==> src/rtl/game_pkg.sv <==
// rtl/game_pkg.sv - shared types and move-legality helper for the pick-to-15 engine
package game_pkg;

  localparam int NUM_SQUARES = 9;

  typedef logic [3:0]             move_t;
  typedef logic [NUM_SQUARES-1:0] sq_mask_t;

  typedef enum logic [1:0] {
    IDLE,
    CHECK,
    OFFER,
    WAIT_RELEASE
  } entry_state_t;

  // Legal iff the value is 1..NUM_SQUARES and its square is still free.
  function automatic logic move_legal(input move_t m, input sq_mask_t t);
    logic [15:0] t_ext;
    move_t       idx;
    t_ext = {{(16-NUM_SQUARES){1'b0}}, t};
    idx   = m - 4'd1;
    return (m >= 4'd1) && (m <= 4'(NUM_SQUARES)) && !t_ext[idx];
  endfunction

endpackage

==> src/rtl/btn_debounce.sv <==
// rtl/btn_debounce.sv - 2-flop synchronizer and counter debouncer for an active-low button
module btn_debounce #(
  parameter int DEBOUNCE_CYCLES = 4
) (
  input  logic clock,
  input  logic reset_L,
  input  logic raw_l_i,
  output logic level_o,
  output logic press_o
);

  localparam int CW = (DEBOUNCE_CYCLES > 1) ? $clog2(DEBOUNCE_CYCLES) : 1;
  localparam logic [CW-1:0] CNT_LAST = CW'(DEBOUNCE_CYCLES - 1);

  logic          sync1_q, sync2_q;
  logic          level_q, level_d;
  logic          press_q, press_d;
  logic [CW-1:0] cnt_q, cnt_d;

  // Any sample back at the accepted level restarts the run count.
  always_comb begin
    level_d = level_q;
    press_d = 1'b0;
    cnt_d   = '0;
    if (sync2_q != level_q) begin
      if (cnt_q == CNT_LAST) begin
        level_d = sync2_q;
        press_d = !sync2_q;
      end else begin
        cnt_d = cnt_q + CW'(1);
      end
    end
  end

  always_ff @(posedge clock or negedge reset_L) begin
    if (!reset_L) begin
      sync1_q <= 1'b1;
      sync2_q <= 1'b1;
      level_q <= 1'b1;
      press_q <= 1'b0;
      cnt_q   <= '0;
    end else begin
      sync1_q <= raw_l_i;
      sync2_q <= sync1_q;
      level_q <= level_d;
      press_q <= press_d;
      cnt_q   <= cnt_d;
    end
  end

  assign level_o = level_q;
  assign press_o = press_q;

endmodule

==> src/rtl/move_entry.sv <==
// rtl/move_entry.sv - human move entry: debounced buttons, legality check, valid/ready offer
module move_entry
  import game_pkg::*;
#(
  parameter int DEBOUNCE_CYCLES = 4
) (
  input  logic       clock,
  input  logic       reset_L,
  input  logic [3:0] sw,
  input  logic       enter_L,
  input  logic       newGame_L,
  input  logic [8:0] taken,
  input  logic       humanTurn,
  input  logic       hMoveReady,
  output logic [3:0] hMove,
  output logic       hMoveValid,
  output logic       illegal,
  output logic       newGame
);

  logic ent_level, ent_press;
  logic ng_press, ng_level_unused;

  btn_debounce #(.DEBOUNCE_CYCLES(DEBOUNCE_CYCLES)) u_enter_db (
    .clock   (clock),
    .reset_L (reset_L),
    .raw_l_i (enter_L),
    .level_o (ent_level),
    .press_o (ent_press)
  );

  btn_debounce #(.DEBOUNCE_CYCLES(DEBOUNCE_CYCLES)) u_newgame_db (
    .clock   (clock),
    .reset_L (reset_L),
    .raw_l_i (newGame_L),
    .level_o (ng_level_unused),
    .press_o (ng_press)
  );

  entry_state_t state_q, state_d;
  move_t        sw_q, sw_d;
  move_t        hmove_q, hmove_d;
  logic         illegal_q, illegal_d;

  // New Game overrides every state; a held Enter cannot re-strobe, so IDLE waits for a fresh press.
  always_comb begin
    state_d   = state_q;
    sw_d      = sw_q;
    hmove_d   = hmove_q;
    illegal_d = illegal_q;
    if (ng_press) begin
      state_d   = IDLE;
      illegal_d = 1'b0;
    end else begin
      case (state_q)
        IDLE: begin
          if (ent_press) begin
            if (humanTurn) begin
              sw_d    = sw;
              state_d = CHECK;
            end else begin
              state_d = WAIT_RELEASE;
            end
          end
        end
        CHECK: begin
          if (move_legal(sw_q, sq_mask_t'(taken))) begin
            hmove_d   = sw_q;
            illegal_d = 1'b0;
            state_d   = OFFER;
          end else begin
            illegal_d = 1'b1;
            state_d   = WAIT_RELEASE;
          end
        end
        OFFER: begin
          if (hMoveReady) state_d = WAIT_RELEASE;
        end
        WAIT_RELEASE: begin
          if (ent_level) state_d = IDLE;
        end
        default: state_d = IDLE;
      endcase
    end
  end

  always_ff @(posedge clock or negedge reset_L) begin
    if (!reset_L) begin
      state_q   <= IDLE;
      sw_q      <= '0;
      hmove_q   <= '0;
      illegal_q <= 1'b0;
    end else begin
      state_q   <= state_d;
      sw_q      <= sw_d;
      hmove_q   <= hmove_d;
      illegal_q <= illegal_d;
    end
  end

  assign hMove      = hmove_q;
  assign hMoveValid = (state_q == OFFER);
  assign illegal    = illegal_q;
  assign newGame    = ng_press;

endmodule

==> config.mk <==
export PLATFORM = sky130hd
export DESIGN_NAME = move_entry
export DESIGN_NICKNAME = d
export VERILOG_FILES = /design/src/rtl/game_pkg.sv /design/src/rtl/btn_debounce.sv /design/src/rtl/move_entry.sv
export SDC_FILE = /design/constraint.sdc
export NUM_CORES = 1
export LEC_CHECK = 0
export ABC_AREA = 1
export CORE_MARGIN = 3
export CORE_UTILIZATION = 49
export CTS_CLUSTER_DIAMETER = 200
export CTS_CLUSTER_SIZE = 20
export DETAILED_ROUTE_END_ITERATION = 6
export PLACE_DENSITY = 0.9
export SLEW_MARGIN = 20
export SYNTH_ARGS = -nofsm -noshare
export SYNTH_HDL_FRONTEND = slang
export SYNTH_HIERARCHICAL = 1
export SYNTH_SLANG_ARGS = --single-unit
==> constraint.sdc <==
create_clock -name clock -period 2.1 [get_ports clock]
set_input_delay 0.315 -clock clock [delete_from_list [all_inputs] [get_ports clock]]
set_output_delay 0.315 -clock clock [all_outputs]
set_load 0.01 [all_outputs]
# Word level (Yosys, flattened, before mapping)
# Cells that the tools add are included.
# word_totals
in_bits	19
out_inout_bits	7
register_bits	23
word_cells	63
# op_classes
order_cmp	3
add_sub_neg	3
n_eq_ne	10
n_bitwise	1
reduce_logical	12
n_mux	20
# ops
cell	n
$mux 2	9
$mux 1	9
$eq 2x2->1 const B	4
$pmux 2 s4	1
$ne 3x1->1 const B	2
$reduce_and 3->1	2
$lt 4x5->1 const B	1
$add 2x1->2 const B	2
$bmux 1 s4	1
$ge 4x1->1 const B	1
$le 4x4->1 const B	1
$reduce_and 2->1	2
$reduce_and 4->1	1
$sub 4x1->4 const B	1
$logic_not 1->1	3
$ne 3x2->1 const B	1
$eq 2x1->1 const B	1
$logic_and 1x1->1	2
$logic_not 2->1	1
$ne 1x1->1	2
$reduce_bool 2->1	1
$not 1->1	1

# Longest topological paths before layout
# Gate-level depths: netlist (run 1).
# depth
ltp_word	8
depth_mapped	10
ltp_nobuf	10

# Hierarchy
# The synthesis (run 1) kept the hierarchy.
# modules_own_cells
module	area_per_inst_um2	n_inst	cells_per_inst
move_entry	753.2	1	101
btn_debounce	217.7	2	19

# Least setup slack after synthesis (run 1)
# OpenSTA, ideal clock, no wires.
# synth_timing
path_kind	register to register
start	register sw_q[0]
end	register hmove_q[2] (netlist: hMove[2])
setup_time_ns	0.125
t_arrival_ns	1.366
stages_incl_launch_ff	11
path_slack_ns	0.609
cell_sequence	dfrtp_1 inv_2 ha_1 nand2_1 nor2_1 o21ai_0 nand2_1 inv_1 nand3_4 nand2_1 o21ai_1
# synth_via
elab_chain_len	6
word_cells_on_any_way	9
classes_between	add/sub: 1; order compare: 2; mux: 2; reduce/logical: 4
# synth_rtl
item	line	rtl
from (decl)	move_entry.sv:41	move_t sw_q, sw_d;
from (signal assigned)	move_entry.sv:95	sw_q <= sw_d;
$sub 4x1->4	game_pkg.sv:21	idx = m - 4'd1;
$bmux 1 s4	game_pkg.sv:22	return (m >= 4'd1) && (m <= 4'(NUM_SQUARES)) && !t_ext[idx];
$mux 1 (not written as such)	game_pkg.sv:22	
$logic_not 1->1	game_pkg.sv:22	
$logic_and 1x1->1 (*)	game_pkg.sv:22	
$reduce_and 3->1 (no line) (*)	--	
to (signal assigned)	move_entry.sv:96	hmove_q <= hmove_d;
to (decl)	move_entry.sv:42	move_t hmove_q, hmove_d;
# Mark *: on every way between the ends. The rest lies on a longest branch, timed or not. The select of a mux whose other input is x is not followed.
# A chain may end at the register's enable or synchronous reset.

# Worst setup path after layout (run 1)
# layout_timing
start	register state_q[0]
end	output port hMoveValid
# layout_via
elab_chain_len	1
# layout_rtl
item	line	rtl
from (decl)	move_entry.sv:40	entry_state_t state_q, state_d;
from (signal assigned)	move_entry.sv:94	state_q <= state_d;
$eq 2x2->1	move_entry.sv:102	assign hMoveValid = (state_q == OFFER);
to (decl)	move_entry.sv:16	output logic hMoveValid,
# Every way passes these cells.

==> results of run 1 <==
cells by family (layout without fill, tap and decap cells):
group	Yosys count	count (layout)
AO/OA/AOI/OAI	17	17
buffers and inverters	24	54
adder cells (fa/ha/maj)	9	9
XOR/XNOR	2	2
flip-flops	23	23
AND/OR/NAND/NOR	64	64
critical path, stage by stage (launching register included):
cell	delay, ns
dfrtp_1	0.43
inv_1	0.13
ha_1	0.21
clkdlybuf4s50_1	0.55
final timing paths:
| kind | from | end | slack (ns) | cells after the start |
|---|---|---|---|---|
| max in group asynchronous | reset_L | u_enter_db/sync2_q | 1.49 | 2 |
| setup reg to reg | sw_q[0] | hMove[1] | 0.39 | 10 |
| hold reg to reg | u_newgame_db/sync1_q | u_newgame_db/sync2_q | 0.37 | 0 |
| setup / recovery | state_q[0] | hMoveValid | 0.14 | 3 |
| hold / removal | reset_L | state_q[1] | 0.32 | 2 |
| min in group clock | u_newgame_db/sync1_q | u_newgame_db/sync2_q | 0.37 | 0 |
area by class of cell:
| type | count | share of cell area (%) |
|---|---|---|
| Clock inverter | 1 | 0.497 |
| Timing Repair Buffer | 26 | 17.1 |
| Inverter | 24 | 5.96 |
| Sequential cell | 23 | 38.6 |
| Clock buffer | 3 | 1.49 |
| Tap cell | 28 | 2.32 |
| Multi-Input combinational cell | 92 | 34.1 |
routing by layer:
metal	global-route usage, %	vias up	part of all wire, %
met4	2.08	0	0
met3	4.44	0	3.8
met5	0	-	0
met2	28.5	17	52
met1	19.6	446	44
li1	-	496	-
power breakdown:
part           total (uW)  switching [uW]  internal (uW)  leakage (uW)
registers             707             101            606      0.000263
clock network         212             139           72.7     0.0000139
logic                 783             425            358      0.000468
cells in the final DEF, fill, tap and decap left out, types with 2 or more instances in the layout:
| master | Yosys | layout |
|---|---|---|
| nand4_1 | 2 | 2 |
| ha_1 | 9 | 9 |
| nand3_1 | 4 | 4 |
| nand2_1 | 33 | 33 |
| a21oi_1 | 8 | 8 |
| nor2_1 | 16 | 16 |
| inv_1 | 23 | 23 |
| clkbuf_4 | 0 | 3 |
| dfrtp_1 | 17 | 17 |
| nor3_1 | 2 | 2 |
| nand3_2 | 2 | 2 |
| clkdlybuf4s50_1 | 0 | 25 |
| o21a_1 | 2 | 2 |
| or2_0 | 3 | 3 |
| dfstp_2 | 6 | 6 |
| o21ai_1 | 4 | 4 |
flip-flops by register name, summed over array words and instances, names as in the netlist, 2 cells and up:
register / count
sw_q: 4
state_q: 2
u_enter_db/cnt_q: 2
u_newgame_db/cnt_q: 2
hMove: 4
per-stage QoR:
stage | hold slack, ns | power [uW] | std cells
global route | 0.320 | 1870 | 197
global placement | 0.346 | 1450 | 193
floorplan | 0.0194 | 1230 | 139
CTS | 0.328 | 1720 | 197
finish | 0.323 | 1700 | 197
detailed placement | 0.348 | 1500 | 193
==> results.txt, run 1 <==
The quantity of gates resized following cts is 0. The count of H-tree levels built during CTS is 1. Counting every sink on the clock net gives 23. Post-CTS timing repair inserted 0 buffers for setup.

In the synthesized netlist, mux cells make up 0% of the area. The xor/xnor cell area share of the yosys netlist is 1.47%. The placed instances occupy a cell area of 1480 um2. The path type of the worst setup path is reg -> out.

The number of enable flip-flop cells after synthesis came out at 0. The total number of nets in the final design is 198. The max capacitance violation total came out at 0.

The via count of the first global-routing pass is 956. The area of the core region is 2250 um2. By count the netlist is led by 33 x nand2_1, 23 x inv_1, 17 x dfrtp_1, 16 x nor2_1, 9 x ha_1.

STA classifies the critical path startpoint as a flip-flop. The clock insertion delay at the later pin of the skew report is 0.32 ns. The synthesized netlist devotes 9.47% of its cell area to adder and majority cells. The worst setup path is captured at a primary output. The arrival time of the worst setup path is 1.64 ns.

Measured on the finished design, the core utilization comes to 67.0%. The number of nets with antenna violations after routing came out at 0. The antenna cell count is 0. The maximum root-to-sink buffer count came out at 2. The count of boundary I/O pins is 26. The maximum number of pins on one net before global-route repair is 24.

The count of synthesis-stage warnings from yosys came out at 6. For this run, design rule violations remaining after detail routing come to 0. In the final layout, the multi-input gates occupy 515 um2. The die is 55.3 um wide. Yosys attributes the largest share of cell area to dfrtp_1 36%, dfstp_2 13%, nand2_1 10%.

After synthesis, the largest family of logic cells by area is simple AND/OR/NAND/NOR gates. The most common flop cell mapped by yosys is dfrtp_1. The average cell area after synthesis is 8.55 um2.

The most common cell in the synthesized netlist is nand2_1. The post-synthesis compound-gate area fraction came out at 8.00%. The final critical path takes up 93.2% of the cycle.

After detailed routing, the number of vias per cell comes to 4.87. The count of cell types in the netlist is 22. The static power due to leakage came out at 0.000745 uW. The required time reported for the critical path endpoint is 1.78 ns. The flow ran to the end, and the final reports show no timing, DRC or antenna violations.

The share of the yosys chip area belonging to registers came out at 49.1%. The number of DRC markers in iteration 0 came out at 8. TritonCTS built the clock tree.

The first detailed-routing pass ran for 4 iterations. The setup clock skew after layout is 0.00841 ns. The maximum clock frequency is 511 MHz. The worst max-slew margin expressed relative to the limit is 78.5%. The quantity of I/O buffers inserted on ports is 25.

The worst slack at placement came out at 0.424 ns. The global-route wire length before repair came out at 3.98 mm. Setup slack on the critical path of the routed design comes to 0.142 ns. The register bit total from synthesis came out at 23. The full die area came out at 3050 um2. The total count of hold-check failures in the final report is 0. Synthesis handed over a netlist of 139 instances.

The global-route usage over all layers came out at 16.0%. The tree is rooted in a clkbuf_4. The area share of the largest cell type after synthesis is 35.8%.

The area growth from synthesis to layout is 27.2%. The final critical delay including setup and external delays came out at 1.96 ns. The initialized floorplan defines 17 standard-cell rows. The layout has 181 filler cells. The number of max-slew violations in the final report is 0. Setup violations remaining at the end of the flow were counted as 0. In the final layout, the share of cells above drive strength 1 is 8.88%.

The die span in y is 55.3 um. Along the worst path, the maximum fanout reaches 4. The initial antenna violation count came out at 0. The synthesized netlist devotes 24.4% of its cell area to simple gates. Once the floorplan was initialized, standard cells occupied 52.7% of the core. The number of clock buffers inserted by TritonCTS is 3. The fraction of registers with async set/reset is 100%. The placed wire-length estimate after detailed placement came out at 1.72 mm. The cell type with the highest aggregate area in the netlist is dfrtp_1. The clock transition at the registers of the reported paths is 0.14 ns.

The classification of the worst-slack hold path is in -> async. The actual slew at the worst max-slew pin came out at 0.321 ns. Summed over all failing endpoints, the final setup total negative slack is 0 ns. The sum of overflow across all layers after global routing came out at 0. The cell area after synthesis came out at 1190 um2. Routability-driven placement finished with a final weighted congestion of 0.902.

The power density normalized to cell area is 1130 nW/um2. The cell area after layout came out at 1510 um2. Dividing the detail-routed wire length by the instance count gives 11.2 um. The sequential cells in the finished layout cover a total of 583 um2.

Setup repair after global routing left no endpoint under its margin. After clock tree synthesis, the flow added hold-fix buffers numbering 0. The number of nets in the synthesized netlist is 167. VDD sags by at most 0.800 mV. The total length of routed wires is 2.21 mm. The final route contains 959 vias.
Note: power is estimated with default switching activity, not from simulation.
==> run 2: changes to the inputs <==
ABC_AREA = default   (was 1)
CORE_UTILIZATION = 35   (was 49)
CTS_CLUSTER_SIZE = 10   (was 20)
PLACE_DENSITY = 0.71   (was 0.9)
==> results.txt, run 2 <==
Result of the run: finished clean (unchanged). The required time reported for the critical path endpoint came out at 2.30 ns (was 1.78 ns). The vias per cell was 4.65 (was 4.87). The combinational share of power is 44.6% (was 46.0%).

The die span in y came out at 64.4 um (was 55.3 um). The post-cts hold buffer count is 0 (unchanged). The maximum root-to-sink buffer count is 2 (unchanged). Cell types with the largest area share after synthesis: dfrtp_1 36%, dfstp_2 13%, ha_1 9.4% (was dfrtp_1 36%, dfstp_2 13%, nand2_1 10%). The count of boundary I/O pins came out at 26 (unchanged).

The element type at the critical path start is a flip-flop (unchanged). The actual slew at the worst max-slew pin is 0.373 ns (was 0.321 ns). The area of the core region is 3150 um2 (was 2250 um2). The placed wire-length estimate after detailed placement came out at 1.68 mm (was 1.72 mm). The power density normalized to cell area is 994 nW/um2 (was 1130 nW/um2).

The setup clock skew after layout came out at 0.00266 ns (was 0.00841 ns). The global placer's final weighted congestion is 0.782 (was 0.902). The count of synthesis-stage warnings from yosys is 6 (unchanged).

The count of unresolved DRC violations after routing is 0 (unchanged). The maximum number of pins on one net before global-route repair came out at 24 (unchanged). The power after layout is 1540 uW (was 1700 uW). The buffer cell driving the clock tree root is clkbuf_4 (unchanged).

The buffering stage count on the worst path with inverters included is 1 (was 2). The power spent charging and discharging nets is 538 uW (was 666 uW). The most frequent standard cell in the layout excluding fill and tap cells was clkdlybuf4s50_1 (was nand2_1). The number of DRC markers in iteration 0 was 24 (was 8). The final clock period utilization by the worst path is 94.0% (was 93.2%). The setup total negative slack is 0 ns (unchanged). The number of cells in the finished layout apart from fillers is 164 (was 197).

The number of max-slew violations in the final report is 0 (unchanged). The via count of the first global-routing pass was 828 (was 956). RSZ-0062 raised after global routing: true (was false). The cell area after synthesis is 1190 um2 (about the same).

The total nets after synthesis is 117 (was 167). The TritonCTS clock tree is done (unchanged). The quantity of I/O buffers inserted on ports came to 25 (unchanged). The count of cell types in the netlist came out at 33 (was 22). The arrival time of the worst setup path came out at 2.18 ns (was 1.64 ns). The slowest cell on the critical path is dfrtp_1 (was clkdlybuf4s50_1). The total length of routed wires came out at 2.19 mm (was 2.21 mm).

The share of layout cells above drive strength 1 came out at 25.8% (was 8.88%). The count of final setup violators came to 0 (unchanged). The path type of the worst setup path is reg -> reg (was reg -> out). The global-route usage over all layers is 11.4% (was 16.0%).

The cell type with the highest aggregate area in the netlist is dfrtp_1 (unchanged). Top cell types by occurrence after synthesis: 17 x dfrtp_1, 9 x ha_1, 6 x dfstp_2, 6 x inv_1, 5 x mux2_1 (was 33 x nand2_1, 23 x inv_1, 17 x dfrtp_1, 16 x nor2_1, 9 x ha_1). The number of placement rows came out at 20 (was 17).

The worst reg-to-reg setup slack came out at 0.12 ns (was 0.39 ns). The iteration count of the initial detailed-routing pass is 4 (unchanged). The global-route wire length before repair came out at 3.73 mm (was 3.98 mm). The number of sinks on the clock net came out at 23 (unchanged).

The fraction of registers with async set/reset is 100% (unchanged). The final routed wire length divided by cell count is 13.3 um (was 11.2 um). The static power due to leakage is 0.000692 uW (was 0.000745 uW). The clock network power share is 12.8% (was 12.5%). The depth of the worst register-to-register path is 7 (was 10).

The maximum clock frequency is 506 MHz (was 511 MHz). The classification of the worst-slack hold path was in -> async (unchanged). The share of the yosys chip area belonging to registers came out at 48.9% (was 49.1%).

The initial core utilization came out at 37.8% (was 52.7%). The clock transition at the registers of the reported paths came out at 0.12 ns (was 0.14 ns). The area share of the largest cell type after synthesis came out at 35.7% (was 35.8%). The post-synthesis cell count came out at 89 (was 139).

The sum of overflow across all layers after global routing was 0 (unchanged). The nature of the critical path endpoint is a flip-flop (was primary output). The worst max-slew margin expressed relative to the limit is 75.1% (was 78.5%). The final critical delay including setup and external delays came to 1.98 ns (was 1.96 ns).

The count of H-tree levels built during CTS is 1 (unchanged). The internal cell power came out at 999 uW (was 1040 uW). The total number of nets in the final design came out at 149 (was 198). The total number of cells along the worst setup path came out at 7 (was 3). The number of instances in the placed design is 159 (was 193).

The number of clock buffers inserted by TritonCTS came to 3 (unchanged). Most frequent cells in the layout: 25 x clkdlybuf4s50_1, 17 x dfrtp_1, 8 x ha_1 (was 33 x nand2_1, 25 x clkdlybuf4s50_1, 23 x inv_1). The detailed-route via count came out at 763 (was 959).

The peak per-stage delay on the critical path was 0.41 ns (was 0.55 ns). The number of enable flip-flop cells after synthesis is 0 (unchanged). The cell with the most instances after synthesis is dfrtp_1 (was nand2_1). The switching portion of total power is 35.0% (was 39.1%). The share of power burned in registers is 42.6% (was 41.6%). The largest delay contributor family on the critical path is compound AO/OA/AOI/OAI gates (was buffers and inverters).

The max capacitance violation total came out at 0 (unchanged). The initial antenna violation count was 0 (unchanged). The register bit total from synthesis is 23 (unchanged). The launching point of the worst reg2reg path is sw_q[0] (unchanged).

The full die area was 4140 um2 (was 3050 um2). The average cell area after synthesis came out at 13.4 um2 (was 8.55 um2). The antenna cell count came out at 0 (unchanged).

The most common flop cell mapped by yosys was dfrtp_1 (unchanged). The clock insertion delay at the later pin of the skew report is 0.30 ns (was 0.32 ns). The terminus of the critical flop-to-flop path is hMove[1] (unchanged). The die extent in x is 64.4 um (was 55.3 um). Cell chain of the critical path: inv_2 > ha_4 > mux2i_1 > a2111oi_2 > o211ai_2 > nand4b_4 > mux2_1 (was inv_1 > ha_1 > clkdlybuf4s50_1).

The total count of hold-check failures in the final report is 0 (unchanged). The synthesis-to-finish area growth is 29.6% (was 27.2%). The number of nets with antenna violations after routing came to 0 (unchanged). The maximum ir drop on the vdd rail is 0.483 mV (was 0.800 mV). The maximum fanout count along the critical path is 5 (was 4).
[run 2: layout make-up]
cell class                      instances  area (um2)
Multi-Input combinational cell         58         577
Timing Repair Buffer                   29         280
Inverter                                6        22.5
Clock buffer                            3        22.5
Tap cell                               44        55.1
Clock inverter                          1        5.00
Sequential cell                        23         583
Fill cell                             301        1610
[run 2: worst max-delay path by stage]
stage	startpoint	to	slack [ns]
3_5_place_dp	sw_q[0]	hMove[1]	0.008
2_1_floorplan	sw_q[0]	hMove[0]	0.001
6_report	sw_q[0]	hMove[1]	0.12
3_3_place_gp	sw_q[0]	hMove[1]	0.06
5_1_grt	sw_q[1]	hMove[3]	-0.02
4_1_cts	sw_q[0]	hMove[1]	0.04
[run 2: routing by layer]
layer	GRT usage, %	wire, um
met1	14.1	965
met2	19.2	1100
met3	2.46	108
met4	4.75	14
met5	0	0
[run 2: timing repair]
action / CTS / global route
cloned: 0 / 0
endpoints found under the setup margin: 3 / 5
hold endpoints to repair: 0 / 0
pin swaps: 0 / 3
buffers inserted: 0 / 1
resized for setup: 1 / 2
[run 2: per-stage QoR]
stage	hold WS [ns]	utilization (%)	area (um2)	setup slack [ns]
after floorplan	0.0194	-	1190	0.00142
after global placement	0.347	47.5	1500	0.0608
after detailed placement	0.348	47.5	1500	0.00762
after CTS	0.349	48.5	1530	0.0362
after global routing	0.357	49.0	1550	-0.0229
final	0.351	49.0	1550	0.125
[run 2: logic make-up (layout without fill, tap and decap cells)]
family | Yosys count | count (layout) | share of synthesized area (%)
buffers and inverters | 8 | 39 | 3.78
adder cells (fa/ha/maj) | 9 | 9 | 9.44
AND/OR/NAND/NOR | 18 | 18 | 11.5
XOR/XNOR | 4 | 4 | 3.57
AO/OA/AOI/OAI | 13 | 13 | 9.65
flip-flops | 23 | 23 | 48.9
multiplexers | 14 | 14 | 13.1
[run 2: worst reg2reg max path: cells and delay by family, from the launching register on]
family	cells	cell delay, ns
AO/OA/AOI/OAI	2	0.56
multiplexers	2	0.46
flip-flops	1	0.41
adder cells (fa/ha/maj)	1	0.23
AND/OR/NAND/NOR	1	0.14
buffers and inverters	1	0.08
[run 2: power groups by stage]
| stage | registers [uW] | clock network [uW] | logic, uW |
|---|---|---|---|
| detailed placement | 663 | 0 | 669 |
| CTS | 655 | 211 | 675 |
| floorplan | 646 | 0 | 493 |
| global placement | 656 | 0 | 643 |
| finish | 654 | 197 | 685 |
| global route | 671 | 231 | 759 |
